## config.mk

```make
export PLATFORM = sky130hd
export DESIGN_NAME = uart_rx
export DESIGN_NICKNAME = d
export VERILOG_FILES = /design/src/rtl/uart_rx.sv
export SDC_FILE = /design/constraint.sdc
export NUM_CORES = 1
export LEC_CHECK = 0
export ABC_CLOCK_PERIOD_IN_PS = 2350
export CAP_MARGIN = 0
export CORE_ASPECT_RATIO = 0.8
export CORE_UTILIZATION = 25
export CTS_BUF_LIST = sky130_fd_sc_hd__clkbuf_8
export CTS_CLUSTER_SIZE = 25
export DETAILED_ROUTE_END_ITERATION = 16
export GPL_ROUTABILITY_DRIVEN = 0
export SYNTH_ARGS = -nofsm -noshare
export SYNTH_HDL_FRONTEND = slang
export SYNTH_SLANG_ARGS = --single-unit
```

## constraint.sdc

```tcl
create_clock -name CLK_100MHz -period 2.35 [get_ports CLK_100MHz]
set_input_delay 0.47 -clock CLK_100MHz [delete_from_list [all_inputs] [get_ports CLK_100MHz]]
set_output_delay 0.47 -clock CLK_100MHz [all_outputs]
set_load 0.01 [all_outputs]
```

## src/rtl/uart_rx.sv

```systemverilog
// uart_rx: 8N1 receiver with two-flop synchroniser, mid-bit sampling and a one-deep valid/ack holding register
module uart_rx #(
    parameter int CLKS_PER_BIT = 868,
    localparam int CTR_W = $clog2(CLKS_PER_BIT)
) (
    input  logic       CLK_100MHz,
    input  logic       Reset,
    input  logic       Rx,
    input  logic       RxAck,
    output logic [7:0] RxData,
    output logic       RxValid,
    output logic       RxFrameError,
    output logic       RxOverrun,
    output logic       RxBusy
);
    typedef enum logic [2:0] {IDLE, START, DATA, STOP, WAIT_IDLE} state_t;
    localparam logic [CTR_W-1:0] HALF = CTR_W'(CLKS_PER_BIT / 2 - 1);
    localparam logic [CTR_W-1:0] LAST = CTR_W'(CLKS_PER_BIT - 1);
    state_t           state;
    logic [CTR_W-1:0] ctr;
    logic [2:0]       idx;
    logic [7:0]       shift;
    logic             rx_meta, rxs;
    logic             byte_done;
    assign byte_done = state == STOP && ctr == LAST && rxs;
    assign RxBusy    = state != IDLE;
    always_ff @(posedge CLK_100MHz) begin
        if (Reset) begin
            rx_meta      <= 1'b1;
            rxs          <= 1'b1;
            state        <= IDLE;
            ctr          <= '0;
            idx          <= '0;
            shift        <= '0;
            RxData       <= '0;
            RxValid      <= 1'b0;
            RxFrameError <= 1'b0;
            RxOverrun    <= 1'b0;
        end else begin
            rx_meta      <= Rx;
            rxs          <= rx_meta;
            RxFrameError <= 1'b0;
            // An ack landing on the completion cycle frees the register for the new byte
            if (byte_done) begin
                if (!RxValid || RxAck) begin
                    RxData    <= shift;
                    RxValid   <= 1'b1;
                    RxOverrun <= 1'b0;
                end else
                    RxOverrun <= 1'b1;
            end else if (RxValid && RxAck) begin
                RxValid   <= 1'b0;
                RxOverrun <= 1'b0;
            end
            case (state)
                IDLE: if (!rxs) begin
                    state <= START;
                    ctr   <= '0;
                end
                START: if (ctr == HALF) begin
                    state <= rxs ? IDLE : DATA;
                    ctr   <= '0;
                    idx   <= '0;
                end else
                    ctr <= ctr + CTR_W'(1);
                DATA: if (ctr == LAST) begin
                    shift[idx] <= rxs;
                    ctr        <= '0;
                    idx        <= idx + 3'd1;
                    if (idx == 3'd7) state <= STOP;
                end else
                    ctr <= ctr + CTR_W'(1);
                STOP: if (ctr == LAST) begin
                    ctr          <= '0;
                    state        <= rxs ? IDLE : WAIT_IDLE;
                    RxFrameError <= !rxs;
                end else
                    ctr <= ctr + CTR_W'(1);
                // Hold off until the line idles so a break cannot look like a new start bit
                WAIT_IDLE: if (rxs) state <= IDLE;
                default: state <= IDLE;
            endcase
        end
    end
endmodule

```

Word level (Yosys, flattened, before mapping)
Cells that the tools add are included.
{"block": "classes", "addsub": 2, "order_cmp": 2, "n_eq_ne": 14, "mux": 24, "bitwise_logic": 2, "reduce_logical": 20}
{"operator": "two-way mux 10 bit", "count": 3}
{"operator": "case mux 10 bit (3 select lines)", "count": 1}
{"operator": "two-way mux 3 bit", "count": 9}
{"operator": "case mux 3 bit (5 select lines)", "count": 1}
{"operator": "adder 10 x 1 -> 10 bit (second input constant)", "count": 1}
{"operator": "== test 10 bit (second input constant)", "count": 1}
{"operator": "== test 10 x 9 -> 1 bit (second input constant)", "count": 1}
{"operator": "inequality test 2 bit (second input constant)", "count": 5}
{"operator": "bitwise mux 8 bit", "count": 1}
{"operator": "AND reduction 2 bit", "count": 4}
{"operator": "== test 3 x 2 -> 1 bit (second input constant)", "count": 2}
{"operator": "== test 3 bit (second input constant)", "count": 2}
{"operator": "two-way mux 1 bit", "count": 6}
{"operator": "case mux 3 bit (2 select lines)", "count": 1}
{"operator": "AND reduction 6 bit", "count": 1}
{"operator": "nonzero test 3 bit", "count": 2}
{"operator": "logical AND 1 bit", "count": 4}
{"operator": "< comparator 3 x 4 -> 1 bit (second input constant)", "count": 1}
{"operator": "inequality test 2 x 1 -> 1 bit (second input constant)", "count": 2}
{"operator": "nonzero test 2 bit", "count": 2}
{"operator": "adder 3 x 1 -> 3 bit (second input constant)", "count": 1}
{"operator": "demux 1 bit (select 3 bit)", "count": 1}
{"operator": "== test 3 x 1 -> 1 bit (second input constant)", "count": 1}
{"operator": "greater-or-equal comparator 3 x 1 -> 1 bit (second input constant)", "count": 1}
{"operator": "other kinds (8)", "count": 10}
{"block": "totals", "ff_bits": 37, "input_bits": 4, "wordCells": 74}

Logic depth before layout (Yosys ltp)
Gate-level depths: netlist (run 1).
{"block": "logic_depth", "depth_word": 5, "mapped_depth": 8, "ltp_nobuf": 7}

Worst setup path before layout (run 1)
OpenSTA, ideal clock, no wires.
{"block": "synth_timing", "kind": "reg2reg", "startpoint": "reg ctr[0]", "endpoint": "reg idx[0]", "arrival_time_ns": 2.057, "slack_ns": 0.223, "stages_incl_launch_ff": 7, "path_buffers": 0, "period_less_slack_ns": 2.127, "path_cell_list": "dfxtp_1 ha_1 nand4b_2 or4_1 a211o_1 or4b_1 a21oi_1"}
{"block": "synth_via", "elab_chain_len": 3, "elab_cells_between_ends": 5}
{"element": "start: declaration", "line": "20", "source": "logic [CTR_W-1:0] ctr;"}
{"element": "start signal: assignment", "line": "65", "source": "ctr <= ctr + CTR_W'(1);"}
{"element": "start signal: assignment", "line": "72", "source": "ctr <= ctr + CTR_W'(1);"}
{"element": "start signal: assignment", "line": "78", "source": "ctr <= ctr + CTR_W'(1);"}
{"element": "== test 10 x 9 -> 1 bit or == test 10 bit (tied branches)", "line": "60, 66"}
{"element": "inequality test 2 bit (no line)"}
{"element": "AND reduction 3 bit (no line) *"}
{"element": "end signal: assignment", "line": "69", "source": "idx <= idx + 3'd1;"}
{"element": "end: declaration", "line": "21", "source": "logic [2:0] idx;"}
Mark *: on every way between the ends. The rest lies on a longest branch, timed or not.
A chain may end at the register's enable or synchronous reset.

Final worst setup path (run 1)
Same ends and word-level chain as after synthesis.

==> results_dict.tcl, run 1 <==
set metrics [dict create \
    synth-edff-count 0 \
    period_needed_ns 2.21 \
    area_growth_pct 21.0 \
    placed_cells 310 \
    vias_per_cell 4.88 \
    hold_path.class "reg -> reg" \
    grt_pass1_wl_um 7020 \
    ir_drop_uv 397 \
    ant_nets 0 \
    final_cell_mix "35 x dfxtp_1, 28 x nor2_1, 20 x nand2_1, 15 x clkdlybuf4s50_1, 13 x a21oi_1" \
    setup_viol 0 \
    ys_seq_area_share_pct 41.3 \
    clock_latency_ns 0.29 \
    power_density_nw_per_um2 507 \
    worst-path-buf-inv 0 \
    crit_path_top_delay_cell "or4b_1" \
    cts_buffers 5 \
    syn_nets 219 \
    crit_path_max_fanout 7 \
    syn_area_per_cell_um2 8.55 \
    async_flop_share_pct 0 \
    maxSlewHeadroom_pct 61.7 \
    drc_errors 0 \
    status "completed" \
    fin_tns_setup_ns 0 \
    synthCells 210 \
    drtPass1Iterations 4 \
    path_clk_slew_ns 0.07 \
    ys_ff_latch 37 \
    grt_pass1_vias 1481 \
    cp.arrival_ns 2.43 \
    critPathMaxStageDelay_ns 0.50 \
    wl_um 3980 \
    cts_max_level 2 \
    maxCapViolCount 0 \
    overflow 0 \
    post-route-util_pct 31.4 \
    cts_root_buffer "clkbuf_8" \
    finalHoldViolCount 0 \
    stdcell_count 319 \
    maxSlewViolCount 0 \
    worstMarginPinSlew_ns 0.573 \
    synth_cell_types 43 \
    wl_per_cell_um 12.5 \
    io_buffers 15 \
    fmax_mhz 453 \
    cts.sinks 37 \
    grt_max_degree 16 \
    core_area_um2 6930 \
    grt.total_usage_pct 11.5 \
    fin_nets 240 \
    power_leakage_nw 0.796 \
    rsz0062_at_grt "false" \
    drt_iter0_markers 93 \
    antenna_cells 0 \
    worstPathRequired_ns 2.58 \
    cp_cell_sequence "ha_2 > nand4b_2 > or4_1 > a211o_1 > or4b_1 > a21oi_1" \
    clockBufferDepth 2 \
    die_h_um 77.8 \
    dp_hpwl_um 2790 \
    synthFlopType "dfxtp_1" \
    die_area_um2 7530 \
    cp-startpoint "ctr[0]$_SDFFE_PP0P_" \
    yosys_warnings 0 \
    min_from "rx_meta$_SDFF_PP1_" \
    end_kind "flip-flop" \
    cp-start-kind "flip-flop" \
    tritoncts "yes" \
    finClkSkew_ns 0.00564 \
    layout_commonest_cell "dfxtp_1" \
    fin_crit_sh_pct 93.9 \
    synth_area_um2 1800 \
    initial_core_util_pct 25.9 \
    grt_antenna_before_repair 0 \
    timing.rr.start "ctr[0]$_SDFFE_PP0P_" \
    num_rows 27 \
    worst-setup-path-type "reg -> reg" \
    pin_count 16 \
    die_x_um 96.8 \
    drive_gt1_share_pct 13.8 \
    cp_top_family "simple AND/OR/NAND/NOR gates" \
    via_count 1558 \
]
-- per-stage QoR --
step | total power, mW | worst slack (ns) | hold slack (ns) | instance area, µm²
2_1_floorplan | 0.672 | 0.223 | 0.389 | 1800
3_5_place_dp | 0.691 | 0.0865 | 0.403 | 2080
3_3_place_gp | 0.691 | 0.126 | 0.402 | 2080
6_report | 1.10 | 0.144 | 0.416 | 2170
4_1_cts | 1.11 | 0.0606 | 0.418 | 2160
5_1_grt | 1.14 | 0.0139 | 0.438 | 2170
-- Yosys cell counts (2+ instances only) --
cell | number | area [µm²]
clkbuf_1 | 11 | 41.3
or2_2 | 3 | 18.8
nor2b_1 | 2 | 12.5
a31oi_1 | 5 | 31.3
dfxtp_1 | 37 | 741
nor2_1 | 28 | 105
ha_1 | 5 | 62.6
nand4_1 | 5 | 31.3
mux2_2 | 2 | 22.5
a211oi_1 | 3 | 22.5
inv_1 | 2 | 7.51
o21ai_0 | 7 | 35.0
nand2_1 | 20 | 75.1
mux2i_1 | 12 | 120
a21oi_1 | 13 | 65.1
or4_1 | 7 | 52.6
nand2b_1 | 3 | 18.8
a22oi_1 | 3 | 22.5
or3_1 | 3 | 18.8
nand3_1 | 7 | 35.0
and3_1 | 2 | 12.5
o21ai_1 | 2 | 10.0
and2_1 | 2 | 12.5
or4b_1 | 2 | 20.0
nor3_1 | 6 | 30.0
-- state kept, by name (all words and copies together) (netlist names) --
signal	flops
RxOverrun	1
shift	8
RxValid	1
ctr	10
rx_meta	1
state	3
rxs	1
idx	3
RxData	8
RxFrameError	1
-- final cells by class --
type	count	area, µm²
Clock inverter	3	13.8
Tap cell	87	109
Multi-Input combinational cell	158	993
Inverter	3	11.3
Fill cell	705	4750
Timing Repair Buffer	26	233
Sequential cell	37	743
Clock buffer	5	68.8
-- layer usage --
layer	track usage (%)	wire [µm]	vias up
met3	2.79	108	9
met4	5.22	72	0
li1	-	-	803
met1	16.5	2180	722
met5	0	0	-
met2	15.9	1620	24
-- timing repair --
action,in CTS,in global routing
resized for setup,0,3
endpoints found under the setup margin,0,1
setup buffers,0,1
hold buffers,0,0
-- power by group --
| part | switching (mW) | internal, mW | leakage [nW] |
|---|---|---|---|
| Sequential | 0.00362 | 0.630 | 0.299 |
| Clock | 0.223 | 0.201 | 0.0491 |
| Combinational | 0.0269 | 0.0159 | 0.447 |
| Total | 0.254 | 0.847 | 0.796 |
-- cells by family (layout without fill, tap and decap cells) --
| logic type | after synthesis | in the layout | synth area share [%] |
|---|---|---|---|
| AO/OA/AOI/OAI | 40 | 40 | 13.9 |
| adder cells (fa/ha/maj) | 5 | 5 | 3.48 |
| AND/OR/NAND/NOR | 99 | 99 | 29.8 |
| flip-flops | 37 | 37 | 41.3 |
| buffers and inverters | 15 | 37 | 3.55 |
| multiplexers | 14 | 14 | 7.94 |
-- path summary, 6_finish.rpt --
path / endpoint / slack (ns) / cells after the start
worst max register to register: idx[0]$_SDFFE_PP0P_ / 0.14 / 6
worst min-delay path: rxs$_SDFF_PP1_ / 0.42 / 1
worst max-delay path: idx[0]$_SDFFE_PP0P_ / 0.14 / 6
worst min register to register: rxs$_SDFF_PP1_ / 0.42 / 1
No activity file was read; power rests on OpenSTA's default activity.
==> inputs of run 2 (changes only) <==
==> constraint.sdc (replaced) <==
create_clock -name CLK_100MHz -period 2.35 [get_ports CLK_100MHz]
set_input_delay 0.47 -clock CLK_100MHz [delete_from_list [all_inputs] [get_ports CLK_100MHz]]
set_output_delay 0.47 -clock CLK_100MHz [all_outputs]
set_load 0.05 [all_outputs]
==> results_dict.tcl, run 2 (synthesis results as in run 1) <==
set metrics [dict create \
    status "completed" \
    path_clk_slew_ns 0.08 \
    fin_nets 241 \
    cts_max_level 2 \
    hold_ws_ns 0.422 \
    maxCapViolCount 0 \
    cts_root_buffer "clkbuf_8" \
    drt_iter0_markers 85 \
    worst-setup-path-type "reg -> reg" \
    ant_nets 0 \
    post-route-util_pct 31.5 \
    clock_latency_ns 0.28 \
    power_leakage_nw 0.802 \
    core_area_um2 6930 \
    grt_antenna_before_repair 0 \
    fin_tns_setup_ns 0 \
    wl_per_cell_um 12.6 \
    vias_per_cell 4.92 \
    top_regs "ctr (10), RxData (8), shift (8)" \
    drtPass1Iterations 4 \
    initial_core_util_pct 25.9 \
    tritoncts "yes" \
    layout_commonest_cell "dfxtp_1" \
    grt.total_usage_pct 10.7 \
    drive_gt1_share_pct 14.2 \
    clockBufferDepth 2 \
    die_h_um 77.8 \
    largest_reg_flops 10 \
    largest-register "ctr" \
    cp-start-kind "flip-flop" \
    placed_cells 311 \
    grt_max_degree 15 \
    finalHoldViolCount 0 \
    placed_area_um2 2080 \
    hold_buffers 0 \
    power_density_nw_per_um2 514 \
    dp_hpwl_um 2810 \
    drc_errors 0 \
    stdcell_area_um2 2180 \
    cts.sinks 37 \
    period_needed_ns 2.25 \
    pin_count 16 \
    final_cell_mix "35 x dfxtp_1, 28 x nor2_1, 20 x nand2_1, 14 x clkdlybuf4s50_1" \
    fin_crit_sh_pct 95.9 \
    worstPathRequired_ns 2.56 \
    via_count 1569 \
    wl_um 4030 \
    crit_path_max_fanout 6 \
    worstMarginPinSlew_ns 0.516 \
    cts_buffers 5 \
    finClkSkew_ns 0.00913 \
    antenna_cells 0 \
    cp.arrival_ns 2.47 \
    num_rows 27 \
    fmax_mhz 444 \
    total_power_mw 1.12 \
    grt_pass1_wl_um 6590 \
    maxSlewViolCount 0 \
    stdcell_count 319 \
    dpl_worst_slack_ns 0.0836 \
    io_buffers 15 \
    setup_slack_ns 0.0955 \
    die_x_um 96.8 \
    die_area_um2 7530 \
    maxSlewHeadroom_pct 65.5 \
    hold_path.class "reg -> reg" \
    overflow 0 \
    grt_pass1_vias 1315 \
    ir_drop_uv 422 \
    setup_viol 0 \
    area_growth_pct 21.6 \
    end_kind "flip-flop" \
]
[run 2: changes by cell type in the layout (fill, tap and decap cells not counted), sizes merged]
cell and delta:
clkdlybuf4s50 -1, buf +2, clkinv -2, clkbuf +1
[run 2: worst paths after layout]
| check | from | endpoint | slack (ns) | cells after the start |
|---|---|---|---|---|
| max | ctr[1]$_SDFFE_PP0P_ | idx[0]$_SDFFE_PP0P_ | 0.1 | 6 |
| max reg2reg | ctr[1]$_SDFFE_PP0P_ | idx[0]$_SDFFE_PP0P_ | 0.1 | 6 |
| min | rx_meta$_SDFF_PP1_ | rxs$_SDFF_PP1_ | 0.42 | 1 |
| min reg2reg | rx_meta$_SDFF_PP1_ | rxs$_SDFF_PP1_ | 0.42 | 1 |
[run 2: routing by layer]
metal / vias to the layer above / routed length (µm) / part of all wire [%] / track usage [%]
met5: - / 0 / 0 / 0
met4: 0 / 38 / 0.94 / 3.28
met3: 4 / 111 / 2.8 / 2.79
met2: 25 / 1610 / 40 / 14.2
met1: 733 / 2270 / 56 / 16.4
li1: 807 / - / - / -
[run 2: repair_timing]
item | in CTS | in global routing
endpoints found under the setup margin | 0 | 1
setup buffers | 0 | 1
gates resized for setup | 0 | 4
[run 2: worst max-delay path, cell delays in order, from the launching register on]
cell and delay, ns:
dfxtp_2 0.38, ha_2 0.21, nand4b_2 0.15, or4_1 0.43, a211o_1 0.36, or4b_1 0.51, a21oi_1 0.13
[run 2: cell type report]
type,instances,area [µm²]
fill,737,4740
multi-input combinational,158,993
sequential,37,746
timing repair buffer,27,238
tap,87,109
clock buffer,6,82.6
inverter,3,11.3
clock inverter,1,3.75
[run 2: report_power, final]
part | total [mW] | internal, mW | switching, mW
sequential | 0.633 | 0.629 | 0.00410
combinational | 0.0454 | 0.0167 | 0.0286
clock | 0.444 | 0.228 | 0.215
==> inputs of run 3 (changes only) <==
- CTS_CLUSTER_SIZE: 25 -> 30
==> results of run 3 <==
Final layout, timing and power as in run 2 (identical DEF).
